File: src/rtl/alu_defs_pkg.sv
// ----------------------------------------------------------------------------
// alu_defs
//   Shared ALU control codes and divider FSM state encoding used by the
//   EX-stage execution units.
//   Contents:
//     NO_OP, ALU_DIV, ALU_DIVU, ALU_REM, ALU_REMU   5-bit ALUctrl codes
//     div_state_t                                   S_IDLE / S_CALC / S_DONE
//     is_div_op()                                   true for the four RV32M divide codes
// ----------------------------------------------------------------------------
package alu_defs;

    localparam logic [4:0] NO_OP    = 5'h00;
    localparam logic [4:0] ALU_DIV  = 5'h10;
    localparam logic [4:0] ALU_DIVU = 5'h11;
    localparam logic [4:0] ALU_REM  = 5'h12;
    localparam logic [4:0] ALU_REMU = 5'h13;

    typedef enum logic [1:0] {
        S_IDLE = 2'd0,
        S_CALC = 2'd1,
        S_DONE = 2'd2
    } div_state_t;

    function automatic logic is_div_op(input logic [4:0] ctrl);
        return (ctrl == ALU_DIV) || (ctrl == ALU_DIVU) ||
               (ctrl == ALU_REM) || (ctrl == ALU_REMU);
    endfunction

endpackage

File: src/rtl/ex_div_unit_step.sv
// ----------------------------------------------------------------------------
// ex_div_unit_step (module ex_div_step)
//   One combinational radix-2 restoring division step on unsigned magnitudes.
//   The partial remainder and quotient register form one double-width shift
//   register; each step shifts it left by one, trial-subtracts the divisor
//   from the upper half and records success in the quotient LSB.
//   Ports:
//     rem_i      in   XLEN  current partial remainder
//     quot_i     in   XLEN  current quotient / remaining dividend bits
//     divisor_i  in   XLEN  divisor magnitude
//     rem_o      out  XLEN  partial remainder after this step
//     quot_o     out  XLEN  quotient after this step
// ----------------------------------------------------------------------------
module ex_div_step #(
    parameter int XLEN = 32
) (
    input  logic [XLEN-1:0] rem_i,
    input  logic [XLEN-1:0] quot_i,
    input  logic [XLEN-1:0] divisor_i,
    output logic [XLEN-1:0] rem_o,
    output logic [XLEN-1:0] quot_o
);

    logic [XLEN:0] shifted;
    logic [XLEN:0] trial;

    // The invariant rem < divisor keeps a successful trial below 2^XLEN,
    // so bit XLEN of the difference is a clean borrow flag.
    always_comb begin
        shifted = {rem_i, quot_i[XLEN-1]};
        trial   = shifted - {1'b0, divisor_i};
        if (!trial[XLEN]) begin
            rem_o  = trial[XLEN-1:0];
            quot_o = {quot_i[XLEN-2:0], 1'b1};
        end else begin
            rem_o  = shifted[XLEN-1:0];
            quot_o = {quot_i[XLEN-2:0], 1'b0};
        end
    end

endmodule

File: src/rtl/ex_div_unit.sv
// ----------------------------------------------------------------------------
// ex_div_unit
//   EX-stage iterative radix-2 restoring divider for RV32M DIV/DIVU/REM/REMU.
//   Accepts an instruction from the ID/EX register, stalls the front end while
//   it iterates (one bit per cycle, XLEN cycles), then emits a one-cycle result
//   pulse towards EX/MEM.
//   Optional feature: define DIV_FAST_PATH_EN to resolve divide-by-zero and the
//   signed overflow case (MIN / -1) directly at accept, skipping iteration.
//   Ports:
//     clk           in   1     clock, rising edge
//     rst           in   1     asynchronous active-high reset
//     valid_i       in   1     ID/EX holds a valid instruction
//     alu_ctrl_i    in   5     ALUctrl code
//     op_a_i        in   XLEN  dividend
//     op_b_i        in   XLEN  divisor
//     reg_waddr_i   in   5     destination register
//     flush_i       in   1     pipeline flush
//     stall_o       out  1     hold ID/EX and upstream stages
//     result_o      out  XLEN  quotient or remainder (holds between results)
//     result_vld_o  out  1     one-cycle pulse, result_o/reg_waddr_o valid
//     reg_waddr_o   out  5     destination register of the completed op
// ----------------------------------------------------------------------------
module ex_div_unit
    import alu_defs::*;
#(
    parameter int XLEN = 32
) (
    input  logic            clk,
    input  logic            rst,
    input  logic            valid_i,
    input  logic [4:0]      alu_ctrl_i,
    input  logic [XLEN-1:0] op_a_i,
    input  logic [XLEN-1:0] op_b_i,
    input  logic [4:0]      reg_waddr_i,
    input  logic            flush_i,
    output logic            stall_o,
    output logic [XLEN-1:0] result_o,
    output logic            result_vld_o,
    output logic [4:0]      reg_waddr_o
);

    localparam int CNT_W = $clog2(XLEN);

    // Apply RISC-V sign/special-case rules to the unsigned magnitude results.
    function automatic logic [XLEN-1:0] fix_result(
        input logic [XLEN-1:0] quot_mag,
        input logic [XLEN-1:0] rem_mag,
        input logic            want_rem,
        input logic            neg_quot,
        input logic            neg_rem,
        input logic            by_zero
    );
        logic [XLEN-1:0] q;
        logic [XLEN-1:0] r;
        q = by_zero ? {XLEN{1'b1}} : (neg_quot ? -quot_mag : quot_mag);
        r = neg_rem ? -rem_mag : rem_mag;
        return want_rem ? r : q;
    endfunction

    div_state_t      state_q, state_d;
    logic [CNT_W-1:0] cnt_q;

    logic [XLEN-1:0] rem_q, quot_q, dvsr_q;
    logic            is_rem_q, neg_quot_q, neg_rem_q, div0_q;
    logic [4:0]      waddr_q;

    logic [XLEN-1:0] result_q;
    logic [4:0]      res_waddr_q;

    logic [XLEN-1:0] step_rem, step_quot;

    // Accept-time decode of the ID/EX operands.
    logic            is_div, is_signed, is_rem;
    logic            a_neg, b_neg, div0, fast, accept, last_step;
    logic [XLEN-1:0] a_mag, b_mag;

    always_comb begin
        is_div    = is_div_op(alu_ctrl_i);
        is_signed = (alu_ctrl_i == ALU_DIV) || (alu_ctrl_i == ALU_REM);
        is_rem    = (alu_ctrl_i == ALU_REM) || (alu_ctrl_i == ALU_REMU);
        a_neg     = is_signed & op_a_i[XLEN-1];
        b_neg     = is_signed & op_b_i[XLEN-1];
        a_mag     = a_neg ? -op_a_i : op_a_i;
        b_mag     = b_neg ? -op_b_i : op_b_i;
        div0      = (op_b_i == '0);
        accept    = (state_q == S_IDLE) & valid_i & is_div & ~flush_i;
        last_step = (cnt_q == CNT_W'(XLEN - 1));
    end

`ifdef DIV_FAST_PATH_EN
    logic ovf;
    always_comb begin
        ovf  = is_signed & (op_a_i == {1'b1, {(XLEN-1){1'b0}}}) & (op_b_i == {XLEN{1'b1}});
        fast = div0 | ovf;
    end
`else
    always_comb fast = 1'b0;
`endif

    ex_div_step #(.XLEN(XLEN)) u_step (
        .rem_i     (rem_q),
        .quot_i    (quot_q),
        .divisor_i (dvsr_q),
        .rem_o     (step_rem),
        .quot_o    (step_quot)
    );

    // Next-state and handshake outputs.
    always_comb begin
        state_d      = state_q;
        stall_o      = 1'b0;
        result_vld_o = 1'b0;
        unique case (state_q)
            S_IDLE: begin
                if (accept) begin
                    stall_o = 1'b1;
                    state_d = fast ? S_DONE : S_CALC;
                end
            end
            S_CALC: begin
                stall_o = 1'b1;
                if (flush_i)
                    state_d = S_IDLE;
                else if (last_step)
                    state_d = S_DONE;
            end
            S_DONE: begin
                result_vld_o = ~flush_i;
                state_d      = S_IDLE;
            end
            default: state_d = S_IDLE;
        endcase
    end

    // Control and architecturally visible outputs.
    always_ff @(posedge clk or posedge rst) begin
        if (rst) begin
            state_q     <= S_IDLE;
            cnt_q       <= '0;
            result_q    <= '0;
            res_waddr_q <= '0;
        end else begin
            state_q <= state_d;
            if (accept) begin
                cnt_q <= '0;
                if (fast) begin
                    // Fast path: divide-by-zero keeps |a| as remainder, overflow
                    // has quotient magnitude 2^(XLEN-1) and remainder zero.
                    result_q <= fix_result(div0 ? {XLEN{1'b1}} : {1'b1, {(XLEN-1){1'b0}}},
                                           div0 ? a_mag : '0,
                                           is_rem, a_neg ^ b_neg, a_neg, div0);
                    res_waddr_q <= reg_waddr_i;
                end
            end else if (state_q == S_CALC) begin
                cnt_q <= cnt_q + 1'b1;
                if (last_step && !flush_i) begin
                    result_q    <= fix_result(step_quot, step_rem, is_rem_q,
                                              neg_quot_q, neg_rem_q, div0_q);
                    res_waddr_q <= waddr_q;
                end
            end
        end
    end

    // Iteration datapath; its contents are meaningless outside CALC.
    always_ff @(posedge clk) begin
        if (accept) begin
            rem_q      <= '0;
            quot_q     <= a_mag;
            dvsr_q     <= b_mag;
            is_rem_q   <= is_rem;
            neg_quot_q <= a_neg ^ b_neg;
            neg_rem_q  <= a_neg;
            div0_q     <= div0;
            waddr_q    <= reg_waddr_i;
        end else if (state_q == S_CALC) begin
            rem_q  <= step_rem;
            quot_q <= step_quot;
        end
    end

    assign result_o    = result_q;
    assign reg_waddr_o = res_waddr_q;

endmodule

File: config.mk
export PLATFORM = sky130hd
export DESIGN_NAME = ex_div_unit
export DESIGN_NICKNAME = d
export VERILOG_FILES = /design/src/rtl/alu_defs_pkg.sv /design/src/rtl/ex_div_unit_step.sv /design/src/rtl/ex_div_unit.sv
export SDC_FILE = /design/constraint.sdc
export NUM_CORES = 1
export LEC_CHECK = 0
export ABC_AREA = 0
export CORE_MARGIN = 2
export CORE_UTILIZATION = 53
export CTS_CLUSTER_SIZE = 16
export DETAILED_ROUTE_END_ITERATION = 7
export PLACE_DENSITY = 0.78
export SLEW_MARGIN = 20
export SYNTH_ARGS = -nofsm -noshare
export SYNTH_HDL_FRONTEND = slang
export SYNTH_SLANG_ARGS = --single-unit
File: constraint.sdc
create_clock -name clk -period 5.1 [get_ports clk]
set_clock_uncertainty 0.05 [all_clocks]
set_input_delay 1.02 -clock clk [delete_from_list [all_inputs] [get_ports clk]]
set_output_delay 1.02 -clock clk [all_outputs]
set_load 0.02 [all_outputs]
==> results of run 1 <==
## how the worst min path moves through the flow
stage	from	cells after the start	to	slack (ns)
2_1_floorplan	waddr_q[0]$_DFFE_PP_	2	reg_waddr_o[0]$_DFFE_PP0P_	0.36
5_1_grt	waddr_q[1]$_DFFE_PP_	2	reg_waddr_o[1]$_DFFE_PP0P_	0.43
3_5_place_dp	waddr_q[3]$_DFFE_PP_	2	reg_waddr_o[3]$_DFFE_PP0P_	0.38
4_1_cts	waddr_q[1]$_DFFE_PP_	2	reg_waddr_o[1]$_DFFE_PP0P_	0.39
3_3_place_gp	waddr_q[2]$_DFFE_PP_	2	reg_waddr_o[2]$_DFFE_PP0P_	0.37
6_report	waddr_q[1]$_DFFE_PP_	2	reg_waddr_o[1]$_DFFE_PP0P_	0.39
## layer usage
layer	GRT usage	vias up	wire (microns)
met4	0.08143	0	691
met1	0.3434	4924	12710
met2	0.4779	292	15100
met5	0	-	0
met3	0.04740	43	1686
li1	-	4973	-
## per-stage QoR
step                      utilization  setup TNS, ns  setup WS (ns)  std cells  hold slack, ns
after global placement         0.6028              0         0.2561       1666          0.3691
final                          0.6358              0         0.2309       1699          0.3885
after global routing           0.6358       -0.02431       -0.02011       1699          0.4288
after floorplan                     -              0        0.02815       1316          0.3646
after CTS                      0.6341              0         0.1058       1698          0.3929
after detailed placement       0.6028              0         0.1790       1666          0.3782
## layout by cell type (no fill, tap or decap), drive strengths merged, types with 7 or more instances in the layout
| cell type | netlist | layout |
|---|---|---|
| nand4 | 9 | 9 |
| xnor2 | 70 | 70 |
| ha | 38 | 38 |
| nor3 | 40 | 40 |
| and3 | 8 | 8 |
| o31ai | 19 | 19 |
| or3 | 10 | 10 |
| buf | 20 | 20 |
| nor2b | 7 | 7 |
| a21o | 23 | 23 |
| nor4 | 23 | 23 |
| mux2i | 31 | 31 |
| nand2b | 12 | 12 |
| clkbuf | 41 | 19 |
| o41ai | 12 | 12 |
| a31oi | 14 | 14 |
| a22o | 7 | 7 |
| dfxtp | 32 | 32 |
| or4 | 11 | 11 |
| o211ai | 8 | 8 |
| and2 | 12 | 12 |
| a211oi | 9 | 9 |
| a21oi | 82 | 82 |
| nand2 | 187 | 187 |
| nor2 | 90 | 90 |
| dfrtp | 44 | 44 |
| edfxtp | 73 | 73 |
| clkdlybuf4s50 | 0 | 116 |
| inv | 63 | 68 |
| o21ai | 132 | 132 |
| nand3 | 18 | 18 |
| mux2 | 8 | 8 |
| xor2 | 65 | 65 |
| a221oi | 15 | 15 |
## cell type report
cell class              instances  share of cell area
clock buffers                  18             0.03242
multi-input cells            1042              0.5093
clock inverters                14             0.01682
well taps                     275             0.02599
inverters                      64             0.01824
repair buffers                137              0.1001
flip-flops and latches        149              0.2971
## critical path, cell delays in order (launching register included)
cell and delay (ns):
edfxtp_1 0.42, inv_1 0.08, ha_1 0.15, inv_1 0.05, fa_2 0.37, a211oi_2 0.25, o21ai_2 0.10, o211ai_1 0.26
nand3_2 0.13, o31a_4 0.32, xor2_4 0.17, inv_2 0.07, ha_1 0.16, nand2_1 0.11, or2_4 0.29, or4_4 0.43
nand2b_4 0.16, or4_4 0.49, o31ai_4 0.24, xor2_1 0.11, a21oi_2 0.16, o221ai_2 0.12, o21ai_2 0.12
## registers in the layout (all words and copies together) (netlist names), 2 cells and up
register     flops
state_q          2
reg_waddr_o      5
waddr_q          5
quot_q          32
cnt_q            5
rem_q           32
dvsr_q          32
result_o        32
## power breakdown
group          switching [mW]  internal [mW]
Sequential              0.221           1.43
Combinational            1.95           1.23
Clock                   0.540          0.876
## repair_timing
action	4_1_cts	5_1_grt
setup endpoints to repair	0	7
resized for setup	0	6
setup buffers	0	1
## cells by family after synthesis
group                    Yosys count  share of synthesized area
flip-flops                       149                     0.3535
AO/OA/AOI/OAI                    371                     0.2133
adder cells (fa/ha/maj)           39                    0.04452
XOR/XNOR                         135                     0.1069
buffers and inverters            125                    0.04486
AND/OR/NAND/NOR                  458                     0.2009
multiplexers                      39                    0.03598
==> impl_results.md, run 1 <==
- Final setup fails: 0
- Initial antenna violation count: 1
- Largest cells by area after synthesis: edfxtp_1 (20%), dfrtp_1 (9.9%), nand2_1 (6.3%)
- Leakage: approximately 5.2 nW
- Gr ovfl total: 0
- Diode count: 0
- Horiz. Die Dim: between 100 and 150 microns
- Largest net degree at the start of global routing: 65
- Setup crit end kind: flop
- # fillers: ~1800
- Top_reg_cell synth: edfxtp_1
- RR Startpoint: quot_q[31]$_DFFE_PP_
- DR DRC count: 0
- Worst-path clk slew: around 0.070 ns
- TritonCTS Buffers: 17
- Row Count: 53
- Pwr per Cell Area: around 470 mW/mm^2
- Slew margin rel.: 0.3273
- Final wirelength: 30190 microns
- Capture point of the critical path: result_o[30]$_DFFE_PP0P_
- Die H: 148.9 microns
- WP data arrival: 5.18 ns
- Core footprint: between 0.02 and 0.025 sq mm
- Synth Instances: 1316
- Peak supply drop: ~0.28 mV
- Clock latency on the worst-skew pair: between 0.4 and 0.5 ns
- WS Path Type: flop to flop
- Cell area after layout: roughly 0.013 sq mm
- Global-route total usage across every layer: 0.2723
- CTS H-tree depth: 4
- Yosys top cell by area: edfxtp_1
- Slew Limit Fails: 0
- Die area: ~0.022 sq mm
- R2R cell count: 22
- Worst Max-Slew Pin Slew: approximately 1.0 ns
- Final hold violation count: 0
- Synth warn: 0
- WL/cell: approximately 18 microns
- Mean Syn Cell Area: approximately 8.5 sq um
- Number of port buffers: 116
- Part of the cycle the worst path needs: 0.9547
- Via count: around 10000
- Sequential cell area: 0.003934 sq mm
- Crit path max fanout: 4
- DP HPWL: 22610 microns
- Initial core utilization: 0.5344
- Synth async-reset ratio: 0.2953
- Iteration-0 DRC Markers: approximately 970
- Routed Antenna Nets: 0
- Cell Area, Synth: 0.01113 sq mm
- Final #Nets: between 1500 and 2000
- Crit path required time: between 5 and 6 ns
- Pre-antenna DRT Iters: 6
- Ports: approximately 120
- Yosys reg bits: roughly 150
- Multi-input logic area: slightly below 0.007 sq mm
- Count of unique library cells instantiated by Yosys: 86
- Critical Path Start: quot_q[31]$_DFFE_PP_
- Startpoint types: flop
- Gpl congestion: between 0.9 and 1
- Fraction of layout cells with a size suffix above 1: 0.06952
- Max Freq: between 200 and 250 MHz
- Clock Sinks: roughly 150
- Most frequent cell after synthesis: nand2_1
- Area Growth Syn to Fin: 18.97%
- Post-synth EDFFs: 73
- First-pass GRT wire length: 48220 microns
- CTS tree: yes
- Worst hold path type: flop to flop
- Final Critical Period: roughly 5 ns
- Outcome: finished, final reports clean
- Vias per cell: ~6.0
- Seq/Total Area, Yosys: 0.3535
- Post-Syn Nets: approximately 1400
- Bufs on Longest Clock Path: 2
- Placed inst area: 0.01255 sq mm
- FF-to-FF setup slack: between 0.2 and 0.25 ns
- Number of global-route vias before repair: slightly below 10000
- Synth top area share: 0.1970
- Clk root buf: clkbuf_16
- Cts hold-fix bufs: 0
- Power consumption: roughly 6.3 mW
- Max Cap Viol: 0
- R2R Path End: result_o[30]$_DFFE_PP0P_
- Post-synth top cells: nand2_1 (187), o21ai_0 (128), nor2_1 (90)
(Power assumes the default switching activity.)
==> inputs of run 2 (changes only) <==
- CELL_PAD_IN_SITES_DETAIL_PLACEMENT: default -> 1
- CELL_PAD_IN_SITES_GLOBAL_PLACEMENT: default -> 1
- CORE_MARGIN: 2 -> default
- CORE_UTILIZATION: 53 -> 40
- PLACE_DENSITY: 0.78 -> default
- PLACE_DENSITY_LB_ADDON: default -> 0.1
==> impl_results.md, run 2 (synthesis gave the netlist of run 1 again) <==
- Horiz. Die Dim: 168.8 microns (was 148.9 microns)
- Crit path required time: 5.37 ns (was 5.41 ns)
- Pre-CTS setup slack: 0.02126 ns (was 0.1790 ns)
- Net Sw Frac: 0.4416 (was 0.4342)
- Cts hold-fix bufs: 0 (unchanged)
- Slew Limit Fails: 0 (unchanged)
- Most common cell after layout, fill and taps aside: nand2_1 (unchanged)
- Placed Instances: 1768 (was 1666)
- Cell area after layout: 0.01355 sq mm (was 0.01324 sq mm)
- Placed inst area: 0.01271 sq mm (was 0.01255 sq mm)
- Number of port buffers: 116 (unchanged)
- Worst-path clk slew: 0.06 ns (was 0.07 ns)
- Area Growth Syn to Fin: 21.75% (was 18.97%)
- Initial core utilization: 0.4106 (was 0.5344)
- Slew margin rel.: 0.2464 (was 0.3273)
- Worst Max-Slew Pin Slew: 1.130 ns (was 1.009 ns)
- Clock Sinks: 149 (unchanged)
- WL/cell: 19.36 microns (was 17.77 microns)
- Diode count: 0 (unchanged)
- Final Critical Period: 4.962 ns (was 4.869 ns)
- Bufs on Longest Clock Path: 2 (unchanged)
- Part of the cycle the worst path needs: 0.9729 (was 0.9547)
- Ports: 117 (unchanged)
- Vias per cell: 5.687 (was 6.022)
- First-pass GRT wire length: 55960 microns (was 48220 microns)
- TritonCTS Buffers: 17 (unchanged)
- Internal power: 3.636 mW (was 3.541 mW)
- Iteration-0 DRC Markers: 584 (was 971)
- Final wirelength: 35100 microns (was 30190 microns)
- Routed Antenna Nets: 0 (unchanged)
- Clock latency on the worst-skew pair: 0.44 ns (was 0.43 ns)
- Die area: 0.02849 sq mm (was 0.02217 sq mm)
- Global-route total usage across every layer: 0.2496 (was 0.2723)
- Pwr per Cell Area: 480.6 mW/mm^2 (was 472.7 mW/mm^2)
- Psw: 2.875 mW (was 2.717 mW)
- Peak supply drop: 0.2733 mV (was 0.2792 mV)
- Worst hold path type: flop to flop (unchanged)
- Largest net degree at the start of global routing: 65 (unchanged)
- Flop pwr share: 0.256 (was 0.264)
- Row Count: 60 (was 53)
- Non-filler cells, final: 1813 (was 1699)
- Setup ws final: 0.1381 ns (was 0.2309 ns)
- Gpl congestion: 0.8874 (was 0.9332)
- Setup crit end kind: flop (unchanged)
- Number of global-route vias before repair: 10530 (was 9844)
- Unrepaired setup endpoints after global routing: yes
- Final setup fails: 0 (unchanged)
- Die H: 168.8 microns (was 148.9 microns)
- Clk network pwr share: 0.218 (was 0.226)
- Most frequent cells in the layout: nand2_1 (185), o21ai_0 (127), clkdlybuf4s50_1 (116) (was nand2_1 (186), o21ai_0 (128), clkdlybuf4s50_1 (116))
- Max Cap Viol: 0 (unchanged)
- CTS H-tree depth: 4 (unchanged)
- DP HPWL: 26560 microns (was 22610 microns)
- WP data arrival: 5.23 ns (was 5.18 ns)
- Outcome: finished, final reports clean (unchanged)
- Clk root buf: clkbuf_16 (unchanged)
- Fraction of layout cells with a size suffix above 1: 0.08466 (was 0.06952)
- Gr ovfl total: 0 (unchanged)
- CTS tree: yes (unchanged)
- Via count: 10310 (was 10230)
- Final core occ: 0.4999 (was 0.6358)
- Startpoint types: flop (unchanged)
- Initial antenna violation count: 1 (unchanged)
- Final #Nets: 1545 (was 1528)
- Crit path max fanout: 4 (unchanged)
- Pre-antenna DRT Iters: 7 (was 6)
- Leakage: 5.304 nW (was 5.220 nW)
- Final hold violation count: 0 (unchanged)
- Core footprint: 0.02710 sq mm (was 0.02082 sq mm)
- Max Freq: 201.5 MHz (was 205.4 MHz)
- DR DRC count: 0 (unchanged)
- Combinational share of power: 0.526 (was 0.509)
- WS Path Type: flop to flop (unchanged)
- # fillers: 3183 (was 1825)
## run 2: cell count changes in the layout (fill, tap and decap cells not counted), sizes merged
cell	change
buf	+17
clkbuf	+1
clkinv	+2
clkinvlp	+2
inv	-5
## run 2: worst paths after layout
check | from | to | slack (ns) | cells after the start
max in group asynchronous | rst | result_o[4]$_DFFE_PP0P_ | 3.50 | 2
worst max-delay path | quot_q[31]$_DFFE_PP_ | result_o[26]$_DFFE_PP0P_ | 0.14 | 22
worst min-delay path | waddr_q[1]$_DFFE_PP_ | reg_waddr_o[1]$_DFFE_PP0P_ | 0.39 | 2
worst max register to register | quot_q[31]$_DFFE_PP_ | result_o[26]$_DFFE_PP0P_ | 0.14 | 22
min in group asynchronous | rst | result_o[27]$_DFFE_PP0P_ | 0.99 | 2
worst min register to register | waddr_q[1]$_DFFE_PP_ | reg_waddr_o[1]$_DFFE_PP0P_ | 0.39 | 2
## run 2: power by group through the flow
| stage | Combinational (mW) | Sequential, mW | Clock, mW |
|---|---|---|---|
| after floorplan | 2.35 | 1.61 | 0 |
| after global placement | 3.20 | 1.68 | 0 |
| after detailed placement | 3.26 | 1.69 | 0 |
| after CTS | 3.30 | 1.66 | 1.45 |
| after global routing | 3.76 | 1.69 | 1.49 |
| final | 3.43 | 1.67 | 1.42 |
## run 2: layer usage
layer	track usage	wire length, microns	up-vias
met5	0	8	-
met4	0.05850	532	2
met3	0.04209	1130	29
met2	0.4405	17600	183
met1	0.3166	15830	5093
li1	-	-	5004
## run 2: layout make-up
class | count | area [sq um] | share of cell area
Clock buffer | 19 | 452.9 | 0.03343
Clock inverter | 13 | 203.9 | 0.01505
Inverter | 64 | 241.5 | 0.01782
Multi-Input combinational cell | 1042 | 6774 | 0.5000
Sequential cell | 149 | 3934 | 0.2904
Tap cell | 372 | 465.4 | 0.03436
Timing Repair Buffer | 154 | 1476 | 0.1090
## run 2: repair_timing
action	in CTS	in global routing
setup buffers	1	11
resized for setup	0	17
pin swaps	2	14
cloned	0	1
setup endpoints to repair	3	10
## run 2: worst max-delay path, stage by stage, from the launching register on
cell and delay (ns):
edfxtp_1 0.42, inv_1 0.08, ha_2 0.18, inv_2 0.04, fa_2 0.38, a211oi_2 0.26
o21ai_2 0.12, o211ai_1 0.28, nand3_2 0.17, o31a_4 0.39, xor2_4 0.19, inv_2 0.10
ha_4 0.13, nand2_2 0.05, or2_4 0.25, or4_4 0.42, nand2b_4 0.16, or4_4 0.50
o31ai_4 0.25, xor2_1 0.16, nand3_1 0.08, o21ai_1 0.11, nor3_1 0.08
## run 2: per-stage QoR
step | hold WS (ns) | total power, mW | setup TNS [ns]
after CTS | 0.3999 | 6.411 | 0
after global routing | 0.4155 | 6.936 | -0.2387
final | 0.3937 | 6.511 | 0
after detailed placement | 0.3845 | 4.945 | 0
after global placement | 0.3685 | 4.885 | 0
after floorplan | 0.3646 | 3.957 | 0
==> inputs of run 3 (changes only) <==
- SKIP_LAST_GASP: default -> 1
==> impl_results.md, run 3 (synthesis gave the netlist of run 1 again) <==
- Outcome: finished, final reports clean (unchanged)
- Area Growth Syn to Fin: 21.70% (was 21.75%)
- DR DRC count: 0 (unchanged)
- Worst Max-Slew Pin Slew: 1.103 ns (was 1.130 ns)
- Flop pwr share: 0.256 (about the same)
- TNS Setup: 0 ns (unchanged)
- Worst hold path cell count: 2 (unchanged)
- Startpoint types: flop (unchanged)
- WP data arrival: 5.25 ns (was 5.23 ns)
- Clock latency on the worst-skew pair: 0.44 ns (about the same)
- Max Cap Viol: 0 (unchanged)
- Crit path max fanout: 4 (unchanged)
- WS Path Type: flop to flop (unchanged)
- Clk network pwr share: 0.219 (was 0.218)
- Initial core utilization: 0.4106 (unchanged)
- Largest net degree at the start of global routing: 65 (unchanged)
- Ports: 117 (unchanged)
- Gpl congestion: 0.8874 (unchanged)
- Max Freq: 200.5 MHz (was 201.5 MHz)
- Clock Sinks: 149 (unchanged)
- Core footprint: 0.02710 sq mm (unchanged)
- Final hold violation count: 0 (unchanged)
- Sequential cell area: 0.003934 sq mm (unchanged)
- CTS H-tree depth: 4 (unchanged)
- Worst hold path type: flop to flop (unchanged)
- Most Crowded Layer GR: met2 (unchanged)
- Critical path's slowest cell: or4_4 (unchanged)
- CP peak stage delay: 0.50 ns (about the same)
- Crit path required time: 5.37 ns (about the same)
- Part of the cycle the worst path needs: 0.9779 (was 0.9729)
- Unrepaired setup endpoints after global routing: yes (unchanged)
- Setup ws final: 0.1129 ns (was 0.1381 ns)
- Row Count: 60 (unchanged)
- First-pass GRT wire length: 55960 microns (unchanged)
- Hold worst-path end: reg_waddr_o[1]$_DFFE_PP0P_ (unchanged)
- Pre-CTS setup slack: 0.02126 ns (unchanged)
- R2R Path End: result_o[26]$_DFFE_PP0P_ (unchanged)
- Slew Limit Fails: 0 (unchanged)
- Peak supply drop: 0.2726 mV (was 0.2733 mV)
- Final setup fails: 0 (unchanged)
- Die H: 168.8 microns (unchanged)
- Iteration-0 DRC Markers: 585 (was 584)
- RR Startpoint: quot_q[31]$_DFFE_PP_ (unchanged)
- Final Critical Period: 4.987 ns (was 4.962 ns)
- Pre-antenna DRT Iters: 5 (was 7)
- Fraction of layout cells with a size suffix above 1: 0.08397 (was 0.08466)
- R2R cell count: 22 (unchanged)
- DP HPWL: 26560 microns (unchanged)
- Psw: 2.877 mW (was 2.875 mW)
- Pwr per Cell Area: 480.8 mW/mm^2 (was 480.6 mW/mm^2)
- Power consumption: 6.512 mW (was 6.511 mW)
- TritonCTS Buffers: 17 (unchanged)
- Initial antenna violation count: 1 (unchanged)
- FF-to-FF setup slack: 0.11 ns (was 0.14 ns)
- Internal power: 3.635 mW (was 3.636 mW)
- Most common cell after layout, fill and taps aside: nand2_1 (unchanged)
- Grt met1 use: 0.3166 (unchanged)
- Slew margin rel.: 0.2645 (was 0.2464)
- Clk root buf: clkbuf_16 (unchanged)
- Setup crit end kind: flop (unchanged)
- Number of global-route vias before repair: 10530 (unchanged)
- Routed Antenna Nets: 0 (unchanged)
- Most frequent cells in the layout: nand2_1 (185), o21ai_0 (127), clkdlybuf4s50_1 (116) (unchanged)
- Hold_sp: waddr_q[1]$_DFFE_PP_ (unchanged)
- Die area: 0.02849 sq mm (unchanged)
- Vias per cell: 5.682 (was 5.687)
- Final #Nets: 1545 (unchanged)
- Via count: 10300 (was 10310)
- CTS tree: yes (unchanged)
- Gr ovfl total: 0 (unchanged)
- Global-route total usage across every layer: 0.2496 (unchanged)
- WL/cell: 19.38 microns (was 19.36 microns)
- Bufs on Longest Clock Path: 2 (unchanged)
- Combinational share of power: 0.525 (was 0.526)
- Hold slack: 0.3937 ns (about the same)
- Met3 Usage GRT: 0.04209 (unchanged)
- M2 GR Usage: 0.4405 (unchanged)
- Cts hold-fix bufs: 0 (unchanged)
- Leakage: 5.303 nW (was 5.304 nW)
- Final wirelength: 35130 microns (was 35100 microns)
- # fillers: 3183 (unchanged)
- Worst-path clk slew: 0.06 ns (about the same)
- Number of port buffers: 116 (unchanged)
- Worst-path cell chain: inv_1, ha_2, inv_2, fa_2, a211oi_2, o21ai_2, o211ai_1, nand3_2, o31a_4, xor2_4, inv_2, ha_4, nand2_2, or2_4, or4_4, nand2b_4, or4_4, o31ai_4, xor2_1, nand3_1, o21ai_1, nor3_1 (unchanged)
- Diode count: 0 (unchanged)
- Net Sw Frac: 0.4418 (was 0.4416)
- Horiz. Die Dim: 168.8 microns (unchanged)
- Multi-input logic area: 0.006769 sq mm (was 0.006774 sq mm)
-- run 3: cell counts in the layout (fill, tap and decap cells not counted) --
Identical to the previous run, type by type.
-- run 3: how the worst max path moves through the flow --
stage / startpoint / to / slack [ns] / cells after the start
6_report: quot_q[31]$_DFFE_PP_ / result_o[26]$_DFFE_PP0P_ / 0.11 / 22
5_1_grt: quot_q[31]$_DFFE_PP_ / result_o[26]$_DFFE_PP0P_ / -0.10 / 22
4_1_cts: quot_q[31]$_DFFE_PP_ / result_o[30]$_DFFE_PP0P_ / 0.03 / 22
3_5_place_dp: quot_q[31]$_DFFE_PP_ / result_o[30]$_DFFE_PP0P_ / 0.02 / 22
3_3_place_gp: quot_q[31]$_DFFE_PP_ / result_o[24]$_DFFE_PP0P_ / 0.13 / 20
2_1_floorplan: quot_q[31]$_DFFE_PP_ / result_o[30]$_DFFE_PP0P_ / 0.03 / 25
-- run 3: layer usage --
| metal | share of wire | routed length, microns | vias up |
|---|---|---|---|
| met2 | 0.50 | 17600 | 179 |
| li1 | - | - | 5000 |
| met1 | 0.45 | 15740 | 5092 |
| met4 | 0.015 | 532 | 2 |
| met3 | 0.035 | 1247 | 29 |
| met5 | 0.00023 | 8 | - |
-- run 3: critical path: cells and delay by family, from the launching register on --
kind,cells,cell delay [ns]
xor+xnor,2,0.35
flops,1,0.42
buf+inv,3,0.22
compound gates,6,1.43
fa+ha+maj,3,0.69
simple gates,8,1.71
-- run 3: final cells by class --
class	count	area share
sequential	149	0.2905
clock buffer	19	0.03344
timing repair buffer	154	0.1090
clock inverter	13	0.01506
inverter	64	0.01783
tap	372	0.03437
multi-input combinational	1042	0.4998
-- run 3: metrics by stage --
step                  util  cell area (sq um)  cells
global placement    0.4690              12710   1768
CTS                 0.4935              13380   1801
floorplan                -              11150   1316
global route        0.4997              13540   1813
finish              0.4997              13540   1813
detailed placement  0.4690              12710   1768
-- run 3: repair_timing --
action,4_1_cts,5_1_grt
setup buffers,1,11
endpoints found under the setup margin,3,10
endpoints found under the hold margin,0,0
cloned,0,1
pin swaps,2,13
gates resized for setup,0,16
-- run 3: power groups by stage --
stage	sequential, mW	clock [mW]	combinational [mW]
finish	1.67	1.42	3.42
floorplan	1.61	0	2.35
global placement	1.68	0	3.20
CTS	1.66	1.45	3.30
detailed placement	1.69	0	3.26
global route	1.69	1.49	3.75
